[src/rtl/uart_rx_pkg.sv]
// Shared UART RX constants and helpers used by the sampler, the RX FSM and the checkers.
// Latency: none (constants and pure functions only).
// Backpressure: none; nothing in this package carries flow control.
// Contents: default oversampling/counter sizing, idle line level, frame bit indices,
//           and the 3-sample majority and unanimity helpers.
package uart_rx_pkg;

   localparam int PRESCALE_DEF = 8;
   localparam int EDGE_W_DEF   = 4;
   localparam int BIT_W_DEF    = 4;

   localparam logic IDLE_LINE = 1'b1;

   // Frame bit indices as seen on BIT_COUNT; the RX FSM decodes against these.
   localparam logic [BIT_W_DEF-1:0] START_BIT    = 4'd0;
   localparam logic [BIT_W_DEF-1:0] FIRST_DATA   = 4'd1;
   localparam logic [BIT_W_DEF-1:0] PARITY_BIT   = 4'd9;
   localparam logic [BIT_W_DEF-1:0] STOP_BIT_PAR = 4'd10;

   function automatic logic maj3(input logic [2:0] s);
      return (s[0] & s[1]) | (s[0] & s[2]) | (s[1] & s[2]);
   endfunction

   function automatic logic unanimous3(input logic [2:0] s);
      return (s == 3'b000) || (s == 3'b111);
   endfunction

endpackage

[src/rtl/rx_data_sampler_if.sv]
// Bundle between the RX FSM / checkers and the data sampler.
// Latency: wires only.
// Backpressure: none; the FSM enables are level controls and SAMPLE_VALID is a one-cycle strobe.
// Signals: RX_IN (raw line), COUNTER_EN / DATA_SAMP_EN (FSM controls), RX_SYNC, EDGE_COUNT,
//          BIT_COUNT, SAMPLED_BIT, SAMPLE_VALID, NOISE_FLAG (sampler results).
//          master = FSM/line side, slave = sampler.
interface rx_data_sampler_if import uart_rx_pkg::*; #(
   parameter int EDGE_W = EDGE_W_DEF,
   parameter int BIT_W  = BIT_W_DEF
);
   logic              RX_IN;
   logic              COUNTER_EN;
   logic              DATA_SAMP_EN;
   logic              RX_SYNC;
   logic [EDGE_W-1:0] EDGE_COUNT;
   logic [BIT_W-1:0]  BIT_COUNT;
   logic              SAMPLED_BIT;
   logic              SAMPLE_VALID;
   logic              NOISE_FLAG;

   modport master (
      output RX_IN, COUNTER_EN, DATA_SAMP_EN,
      input  RX_SYNC, EDGE_COUNT, BIT_COUNT, SAMPLED_BIT, SAMPLE_VALID, NOISE_FLAG
   );

   modport slave (
      input  RX_IN, COUNTER_EN, DATA_SAMP_EN,
      output RX_SYNC, EDGE_COUNT, BIT_COUNT, SAMPLED_BIT, SAMPLE_VALID, NOISE_FLAG
   );
endinterface

[src/rtl/rx_edge_bit_counter.sv]
// Oversample edge counter and frame bit counter for the UART receiver.
// Latency: registered; counts update one CLK after the enable is seen.
// Backpressure: none; COUNTER_EN low clears both counts on the next edge.
// Ports: CLK, RST (sync, active-low), COUNTER_EN in; EDGE_COUNT (0..PRESCALE-1) and
//        BIT_COUNT (saturating, start bit = 0) out.
module rx_edge_bit_counter import uart_rx_pkg::*; #(
   parameter int PRESCALE = PRESCALE_DEF,
   parameter int EDGE_W   = EDGE_W_DEF,
   parameter int BIT_W    = BIT_W_DEF
) (
   input  logic              CLK,
   input  logic              RST,
   input  logic              COUNTER_EN,
   output logic [EDGE_W-1:0] EDGE_COUNT,
   output logic [BIT_W-1:0]  BIT_COUNT
);

   localparam logic [EDGE_W-1:0] LAST_EDGE = EDGE_W'(PRESCALE - 1);
   localparam logic [BIT_W-1:0]  BIT_MAX   = {BIT_W{1'b1}};

   always_ff @(posedge CLK) begin
      if (!RST || !COUNTER_EN) begin
         EDGE_COUNT <= '0;
         BIT_COUNT  <= '0;
      end else if (EDGE_COUNT == LAST_EDGE) begin
         EDGE_COUNT <= '0;
         // Saturate so an over-long frame can never alias back onto the start bit.
         if (BIT_COUNT != BIT_MAX) begin
            BIT_COUNT <= BIT_COUNT + 1'b1;
         end
      end else begin
         EDGE_COUNT <= EDGE_COUNT + 1'b1;
      end
   end

endmodule

[src/rtl/rx_data_sampler.sv]
// UART RX front end: line synchroniser, oversample counters and 3-sample mid-bit majority vote.
// Latency: RX_SYNC = RX_IN + SYNC_STAGES cycles; SAMPLE_VALID strobes the cycle after EDGE_COUNT == PRESCALE/2+2.
// Backpressure: none; the FSM gates everything with COUNTER_EN / DATA_SAMP_EN and the strobe is not held.
// Ports: CLK, RST (sync, active-low) plain; bus (slave modport) carries RX_IN, the FSM enables
//        and RX_SYNC, EDGE_COUNT, BIT_COUNT, SAMPLED_BIT, SAMPLE_VALID, NOISE_FLAG.
module rx_data_sampler import uart_rx_pkg::*; #(
   parameter int PRESCALE    = PRESCALE_DEF,
   parameter int EDGE_W      = EDGE_W_DEF,
   parameter int BIT_W       = BIT_W_DEF,
   parameter int SYNC_STAGES = 2
) (
   input  logic               CLK,
   input  logic               RST,
   rx_data_sampler_if.slave   bus
);

   localparam int MID = PRESCALE / 2;

   // Sample edges straddle mid-bit; the vote happens on the edge after the last sample.
   localparam logic [EDGE_W-1:0] SAMP_E0  = EDGE_W'(MID - 1);
   localparam logic [EDGE_W-1:0] SAMP_E1  = EDGE_W'(MID);
   localparam logic [EDGE_W-1:0] SAMP_E2  = EDGE_W'(MID + 1);
   localparam logic [EDGE_W-1:0] DECIDE_E = EDGE_W'(MID + 2);

   logic [SYNC_STAGES-1:0] sync_q;
   logic [2:0]             samp_q;
   logic [2:0]             got_q;
   logic                   sampled_bit_q;
   logic                   sample_valid_q;
   logic                   noise_flag_q;
   logic                   rx_sync;
   logic                   win_en;

   assign rx_sync = sync_q[SYNC_STAGES-1];
   // Both enables are needed: a stopped counter must also cancel a pending vote.
   assign win_en  = bus.COUNTER_EN && bus.DATA_SAMP_EN;

   rx_edge_bit_counter #(
      .PRESCALE (PRESCALE),
      .EDGE_W   (EDGE_W),
      .BIT_W    (BIT_W)
   ) u_counter (
      .CLK        (CLK),
      .RST        (RST),
      .COUNTER_EN (bus.COUNTER_EN),
      .EDGE_COUNT (bus.EDGE_COUNT),
      .BIT_COUNT  (bus.BIT_COUNT)
   );

   // MSB is the oldest stage and feeds everything downstream.
   always_ff @(posedge CLK) begin
      if (!RST) begin
         sync_q <= {SYNC_STAGES{IDLE_LINE}};
      end else begin
         sync_q <= {sync_q[SYNC_STAGES-2:0], bus.RX_IN};
      end
   end

   // got_q tracks which slots were filled inside the current enabled window, so a window
   // broken by an enable drop never votes with leftover samples.
   always_ff @(posedge CLK) begin
      if (!RST) begin
         samp_q         <= 3'b111;
         got_q          <= 3'b000;
         sampled_bit_q  <= IDLE_LINE;
         sample_valid_q <= 1'b0;
         noise_flag_q   <= 1'b0;
      end else begin
         sample_valid_q <= 1'b0;
         if (!win_en) begin
            samp_q <= 3'b111;
            got_q  <= 3'b000;
         end else begin
            if (bus.EDGE_COUNT == SAMP_E0) begin
               samp_q[0] <= rx_sync;
               got_q[0]  <= 1'b1;
            end
            if (bus.EDGE_COUNT == SAMP_E1) begin
               samp_q[1] <= rx_sync;
               got_q[1]  <= 1'b1;
            end
            if (bus.EDGE_COUNT == SAMP_E2) begin
               samp_q[2] <= rx_sync;
               got_q[2]  <= 1'b1;
            end
            if ((bus.EDGE_COUNT == DECIDE_E) && (got_q == 3'b111)) begin
               sampled_bit_q  <= maj3(samp_q);
               noise_flag_q   <= !unanimous3(samp_q);
               sample_valid_q <= 1'b1;
               got_q          <= 3'b000;
            end
         end
      end
   end

   assign bus.RX_SYNC      = rx_sync;
   assign bus.SAMPLED_BIT  = sampled_bit_q;
   assign bus.SAMPLE_VALID = sample_valid_q;
   assign bus.NOISE_FLAG   = noise_flag_q;

endmodule

[src/flat_wrapper.sv]
// flat-port wrapper written by rule: the top's interface ports become plain ports
module rx_data_sampler_flat import uart_rx_pkg::*;
#(
   parameter int PRESCALE    = PRESCALE_DEF,
   parameter int EDGE_W      = EDGE_W_DEF,
   parameter int BIT_W       = BIT_W_DEF,
   parameter int SYNC_STAGES = 2
)
  (CLK, RST, bus_RX_IN, bus_COUNTER_EN, bus_DATA_SAMP_EN, bus_RX_SYNC, bus_EDGE_COUNT, bus_BIT_COUNT, bus_SAMPLED_BIT, bus_SAMPLE_VALID, bus_NOISE_FLAG);
  rx_data_sampler_if #(.EDGE_W(EDGE_W), .BIT_W(BIT_W)) bus_i ();
  input  logic CLK;
  input  logic RST;
  input wire logic [$bits(bus_i.RX_IN)-1:0] bus_RX_IN;
  input wire logic [$bits(bus_i.COUNTER_EN)-1:0] bus_COUNTER_EN;
  input wire logic [$bits(bus_i.DATA_SAMP_EN)-1:0] bus_DATA_SAMP_EN;
  output wire logic [$bits(bus_i.RX_SYNC)-1:0] bus_RX_SYNC;
  output wire logic [$bits(bus_i.EDGE_COUNT)-1:0] bus_EDGE_COUNT;
  output wire logic [$bits(bus_i.BIT_COUNT)-1:0] bus_BIT_COUNT;
  output wire logic [$bits(bus_i.SAMPLED_BIT)-1:0] bus_SAMPLED_BIT;
  output wire logic [$bits(bus_i.SAMPLE_VALID)-1:0] bus_SAMPLE_VALID;
  output wire logic [$bits(bus_i.NOISE_FLAG)-1:0] bus_NOISE_FLAG;
  assign bus_i.RX_IN = bus_RX_IN;
  assign bus_i.COUNTER_EN = bus_COUNTER_EN;
  assign bus_i.DATA_SAMP_EN = bus_DATA_SAMP_EN;
  assign bus_RX_SYNC = bus_i.RX_SYNC;
  assign bus_EDGE_COUNT = bus_i.EDGE_COUNT;
  assign bus_BIT_COUNT = bus_i.BIT_COUNT;
  assign bus_SAMPLED_BIT = bus_i.SAMPLED_BIT;
  assign bus_SAMPLE_VALID = bus_i.SAMPLE_VALID;
  assign bus_NOISE_FLAG = bus_i.NOISE_FLAG;
  rx_data_sampler #(.PRESCALE(PRESCALE), .EDGE_W(EDGE_W), .BIT_W(BIT_W), .SYNC_STAGES(SYNC_STAGES)) u_core (.CLK(CLK), .RST(RST), .bus(bus_i));
endmodule
[config.mk]
export PLATFORM = sky130hd
export DESIGN_NAME = rx_data_sampler_flat
export DESIGN_NICKNAME = d
export VERILOG_FILES = /design/src/rtl/uart_rx_pkg.sv /design/src/rtl/rx_data_sampler_if.sv /design/src/rtl/rx_edge_bit_counter.sv /design/src/rtl/rx_data_sampler.sv /design/src/flat_wrapper.sv
export SDC_FILE = /design/constraint.sdc
export NUM_CORES = 1
export LEC_CHECK = 0
export BUFFER_PORTS_ARGS = -buffer_cell sky130_fd_sc_hd__buf_2
export CAP_MARGIN = 20
export CELL_PAD_IN_SITES_DETAIL_PLACEMENT = 2
export CELL_PAD_IN_SITES_GLOBAL_PLACEMENT = 2
export CORE_AREA = 2 2 52 54
export CTS_CLUSTER_DIAMETER = 30
export DETAILED_ROUTE_END_ITERATION = 16
export DIE_AREA = 0 0 54 56
export PLACE_DENSITY = 0.84
export SLEW_MARGIN = 20
export SYNTH_ARGS = -nofsm -noshare
export SYNTH_HDL_FRONTEND = slang
export SYNTH_HIERARCHICAL = 1
export SYNTH_SLANG_ARGS = --single-unit
[constraint.sdc]
create_clock -name CLK -period 3.04 [get_ports CLK]
set_input_delay 0.304 -clock CLK [delete_from_list [all_inputs] [get_ports CLK]]
set_output_delay 0.304 -clock CLK [all_outputs]
set_load 0.005 [all_outputs]
Yosys cells after proc, flatten, opt, wreduce, memory -nomap -nowiden

Cells that the tools add are included.

Bits in latches: 0
ROM bits: 0
Register bits after elaboration: 19
Bits of input ports: 5
Bits in writable memories: 0
Memories: 0

Bitwise operators: 7
Reductions and logical operators: 13
Equality and inequality tests: 8
Shifts and indexed selects: 0
Multiplexer cells: 1
Add/sub/neg operators: 2
Divide/modulo/power cells: 0
Order comparisons: 0
$mul: 0

Operators with widths:

| kind                                          | number |
|---|---|
| == test 4 x 3 -> 1 bit, second input constant | 4 |
| adder 4 x 1 -> 4 bit, second input constant   | 2 |
| == test 3 bit, second input constant          | 2 |
| AND reduction 2 bit                           | 3 |
| == test 4 x 2 -> 1 bit, second input constant | 1 |
| inequality test 4 bit, second input constant  | 1 |
| bitwise AND 1 bit                             | 3 |
| logical NOT 1 bit                             | 3 |
| logical NOT 3 bit                             | 1 |
| OR reduction 3 bit                            | 1 |
| logical AND 1 bit                             | 2 |
| logical OR 1 bit                              | 2 |
| NOT 1 bit                                     | 2 |
| OR 1 bit                                      | 2 |
| OR reduction 2 bit                            | 1 |
| two-way mux 1 bit                             | 1 |

Depth between registers and ports, before layout

Word-level depth: 3
Mapped depth: 4
Gate-level depth less buffers: 4

By module

The synthesis kept the hierarchy.

By module, submodules not included:

| module              | cells each | area an instance (um^2) | instances |
|---|---|---|---|
| rx_data_sampler     | 41         | 450.4                   | 1 |
| rx_edge_bit_counter | 36         | 349.1                   | 1 |

Worst setup path before layout

No wires, ideal clock.

Path kind: register to register
Start point: register u_core.u_counter.EDGE_COUNT[0]
End point: register u_core.u_counter.BIT_COUNT[0]
Data arrival time: 1.250 ns
Slack: 1.720 ns
Stages on the path, launching flop included: 5
Clock period less this slack: 1.320 ns
Required time: 2.969 ns
Setup time: 0.071 ns
Cells stage by stage: dfxtp_1 -> ha_1 -> nand3b_4 -> or3_1 -> a21oi_1

Longest elaborated chain between the ends: 2

Ends and longest elaborated chain:

| element                              | RTL line                  | RTL |
|---|---|---|
| from (decl)                          | rx_edge_bit_counter.sv:14 | `output logic [EDGE_W-1:0] EDGE_COUNT,` |
| from (signal assigned)               | rx_edge_bit_counter.sv:32 | `EDGE_COUNT <= EDGE_COUNT + 1'b1;` |
| == test 4 x 3 -> 1 bit               | rx_edge_bit_counter.sv:25 | `end else if (EDGE_COUNT == LAST_EDGE) begin` |
| AND reduction 2 bit (no source line) | -                         |  |
| to (signal assigned)                 | rx_edge_bit_counter.sv:29 | `BIT_COUNT <= BIT_COUNT + 1'b1;` |
| to (decl)                            | rx_edge_bit_counter.sv:15 | `output logic [BIT_W-1:0] BIT_COUNT` |

No other way between the ends.
A chain may end at the register's enable or synchronous reset.

Worst setup path in the final report

Ends and elaborated chain as after synthesis.

==> metrics.md <==
| Metric | Value |
|---|---|
| Data required time of the worst path | 3.27 ns |
| Post-Synthesis Mean Instance Area | between 10 and 15 um^2 |
| Peak ir drop on the vdd network | about 0.21 mV |
| Total of buffers placed on input and output ports | 16 |
| DRC violations left | 0 |
| Total power | 0.393 mW |
| Largest net degree at the start of global routing | 11 |
| P_sw | 0.0842 mW |
| TritonCTS clock tree | done |
| Sw Ratio | 0.214 |
| Initial Util | 0.329 |
| Gr ovfl total | 0 |
| Ant. Diodes | 0 |
| Worst-path fanout max | 8 |
| Max_slew headroom | 0.669 |
| Library cell occupying the most area in the post-synthesis netlist | dfxtp_1 |
| Netlist Area Pre-Place | around 800 um^2 |
| Arrival time at the worst endpoint | around 1.7 ns |
| Die ar. | just over 0.003 mm^2 |
| Buffer type at the clock tree root | clkbuf_4 |
| Reg-to-reg setup timing slack | 1.55 ns |
| Internal power | slightly above 0.3 mW |
| Slew of the pin with the lowest slew margin | approximately 0.5 ns |
| Worst-path clk slew | roughly 0.10 ns |
| Unrepaired setup endpoints after global routing | no |
| Global routing's busiest layer | met2 |
| GR Util All Layers | 0.144 |
| Final ANT Viol Nets | 0 |
| MaxCap Viol Count | 0 |
| Largest buffer count on any clock path | 2 |
| Combinational fraction of design power | 0.035 |
| Result of the run | finished, final reports clean |
| Crit path capture type | register |
| Number of clock buffers inserted by TritonCTS | 3 |
| Most frequent cells in the layout | dfxtp_1 (19), buf_2 (16), nand2_1 (7), nand3_1 (5), mux2i_1 (5) |
| Area used by multi-input combinational logic | approximately 420 um^2 |
| Routability cong. | ~0.68 |
| Layout Area Growth over Synthesis | 18.0% |
| Post-Syn Instances | 77 |
| Sinks on the clock net | 19 |
| Final HPWL DP | around 1.5 mm |
| Postcts setup bufs | 0 |
| Crit path launch type | register |
| Post-cts resize count | 0 |
| Register cell area after layout | roughly 380 um^2 |
| Clock network fraction of design power | 0.317 |
| Ranking of synthesized cells by area | dfxtp_1 (48%), mux2i_1 (6.3%), and4bb_2 (4.7%), nand2_1 (3.3%), ha_1 (3.1%) |
| Final Hold Violating Endpoints | 0 |
| Portion of the clock cycle consumed by the worst path in the final layout | 0.489 |
| Final Non-Filler Cells | 127 |
| Number of global-route vias before repair | around 670 |
| Ratio of total power to cell area | between 400 and 500 mW/mm^2 |
| Number of cells after detailed placement | about 120 |
| Placement-stage cell area | ~920 um^2 |
| Via count of the routed design | roughly 650 |
| Count of hold buffers inserted by post-cts repair | 0 |
| Average routed wire per standard cell | ~15 um |
| Area fraction of the dominant cell type after synthesis | 0.476 |
| Fraction of met1 tracks used by global routing | 0.172 |
| Number of library cell types mapped by synthesis | 25 |
| First-pass GRT wire length | around 3.2 mm |
| Final setup vio count | 0 |
| HP Class | input port to register |
| Relative contribution of sequential cells to total power | 0.647 |
| Final WL | ~1.9 mm |
| Peak clock frequency supported by timing | ~670 MHz |
| Sequential cell area fraction in the yosys report | 0.476 |
| Nets | between 100 and 150 |
| Setup Skew | about 0.0022 ns |
| Shortest clock period the worst path allows after layout | 1.49 ns |
| Syn. warnings | 6 |
| Commonest non-fill, non-tap cell in the layout | dfxtp_1 |
| Top-Level Pins | 17 |
| Core outline area | between 0.002 and 0.0025 mm^2 |
| Detailed-route vias per instance | about 5.1 |
| Sum of negative setup slack | 0 ns |
| Horizontal die dimension | 54 um |
| Die Ht | about 56 um |
| Drt first-iter violations | 2 |
| H-Tree Depth | 1 |
| Number of flip-flops and latches in the synthesized netlist | 19 |
| Filler Cell Count | ~270 |
| Antenna violations before repair | 0 |
| DRT Pass-1 Iters | 2 |
| Fin area | 943 um^2 |
| GR Util met2 | 0.237 |
| Pins over their slew limit | 0 |
| Reported leakage power | approximately 0.44 nW |
| GR Layer Usage met3 | 0.0323 |
| Type of the worst setup path | register to register |
| Placement Rows | 18 |
| Net count of the mapped netlist | 84 |
| Fraction of final layout cells sized beyond drive strength 1 | 0.299 |
| Later-pin clock latency in the skew report | approximately 0.29 ns |
synthesized netlist by cell type, drive strengths merged:
master	instances
xnor2	1
nor3	3
nor4b	1
and3b	1
o31ai	1
nor2	3
nand2	7
a21boi	1
ha	2
o21a	3
o21ai	3
nor3b	1
nand3b	2
mux2	1
or2b	3
nand3	5
nand4	1
or3	3
a21oi	4
dfxtp	19
and3	4
mux2i	5
and4bb	3
worst paths after layout:
kind,start,end,cells past startpoint
worst max-delay path,u_core/u_counter/EDGE_COUNT[0],u_core/u_counter/BIT_COUNT[0],4
worst min-delay path,bus_RX_IN,u_core/sync_q[0],2
worst max register to register,u_core/u_counter/EDGE_COUNT[0],u_core/u_counter/BIT_COUNT[0],4
worst min register to register,u_core/sync_q[0],u_core/sync_q[1],1
per-stage QoR:
stage          setup WS (ns)  hold WS, ns   util
2_1_floorplan           1.72        0.385      -
3_3_place_gp            1.61        0.396  0.377
3_5_place_dp            1.55        0.405  0.377
4_1_cts                 1.50        0.174  0.388
5_1_grt                 1.37        0.191  0.388
6_report                1.55        0.188  0.388
registers in the layout, indices dropped and copies added, names as in the netlist:
signal	flops
u_core/u_counter/EDGE_COUNT	4
u_core/u_counter/BIT_COUNT	4
u_core/samp_q	3
u_core/got_q	3
u_core/bus.SAMPLED_BIT	1
u_core/bus.NOISE_FLAG	1
u_core/bus.SAMPLE_VALID	1
u_core/sync_q	2
logic make-up after synthesis:
family,synth area share
AO/OA/AOI/OAI,0.0908
XOR/XNOR,0.0110
adder cells (fa/ha/maj),0.0313
flip-flops,0.476
multiplexers,0.0767
AND/OR/NAND/NOR,0.315
worst max-delay path, stage by stage, from the launching register on:
cell and delay (ns):
dfxtp_1 0.47, ha_1 0.31, nand3b_4 0.13, or3_1 0.36, a21oi_1 0.15
power groups by stage:
stage               Sequential (mW)  Clock [mW]  Combinational (mW)
floorplan                     0.260           0             0.00622
global placement              0.260           0              0.0137
detailed placement            0.260           0              0.0143
CTS                           0.255       0.137              0.0144
global route                  0.255       0.143              0.0157
finish                        0.255       0.125              0.0139
area by class of cell:
class                           count  share of cell area
Multi-Input combinational cell     58               0.444
Sequential cell                    19               0.403
Timing Repair Buffer               16              0.0849
Tap cell                           30              0.0398
Clock buffer                        4              0.0279
metal layers:
metal / vias to the layer above / share of wire
met5: - / 0
met4: 0 / 0.0063
met3: 2 / 0.033
met2: 10 / 0.54
met1: 308 / 0.42
li1: 326 / -
Note: power is estimated with default switching activity, not from simulation.
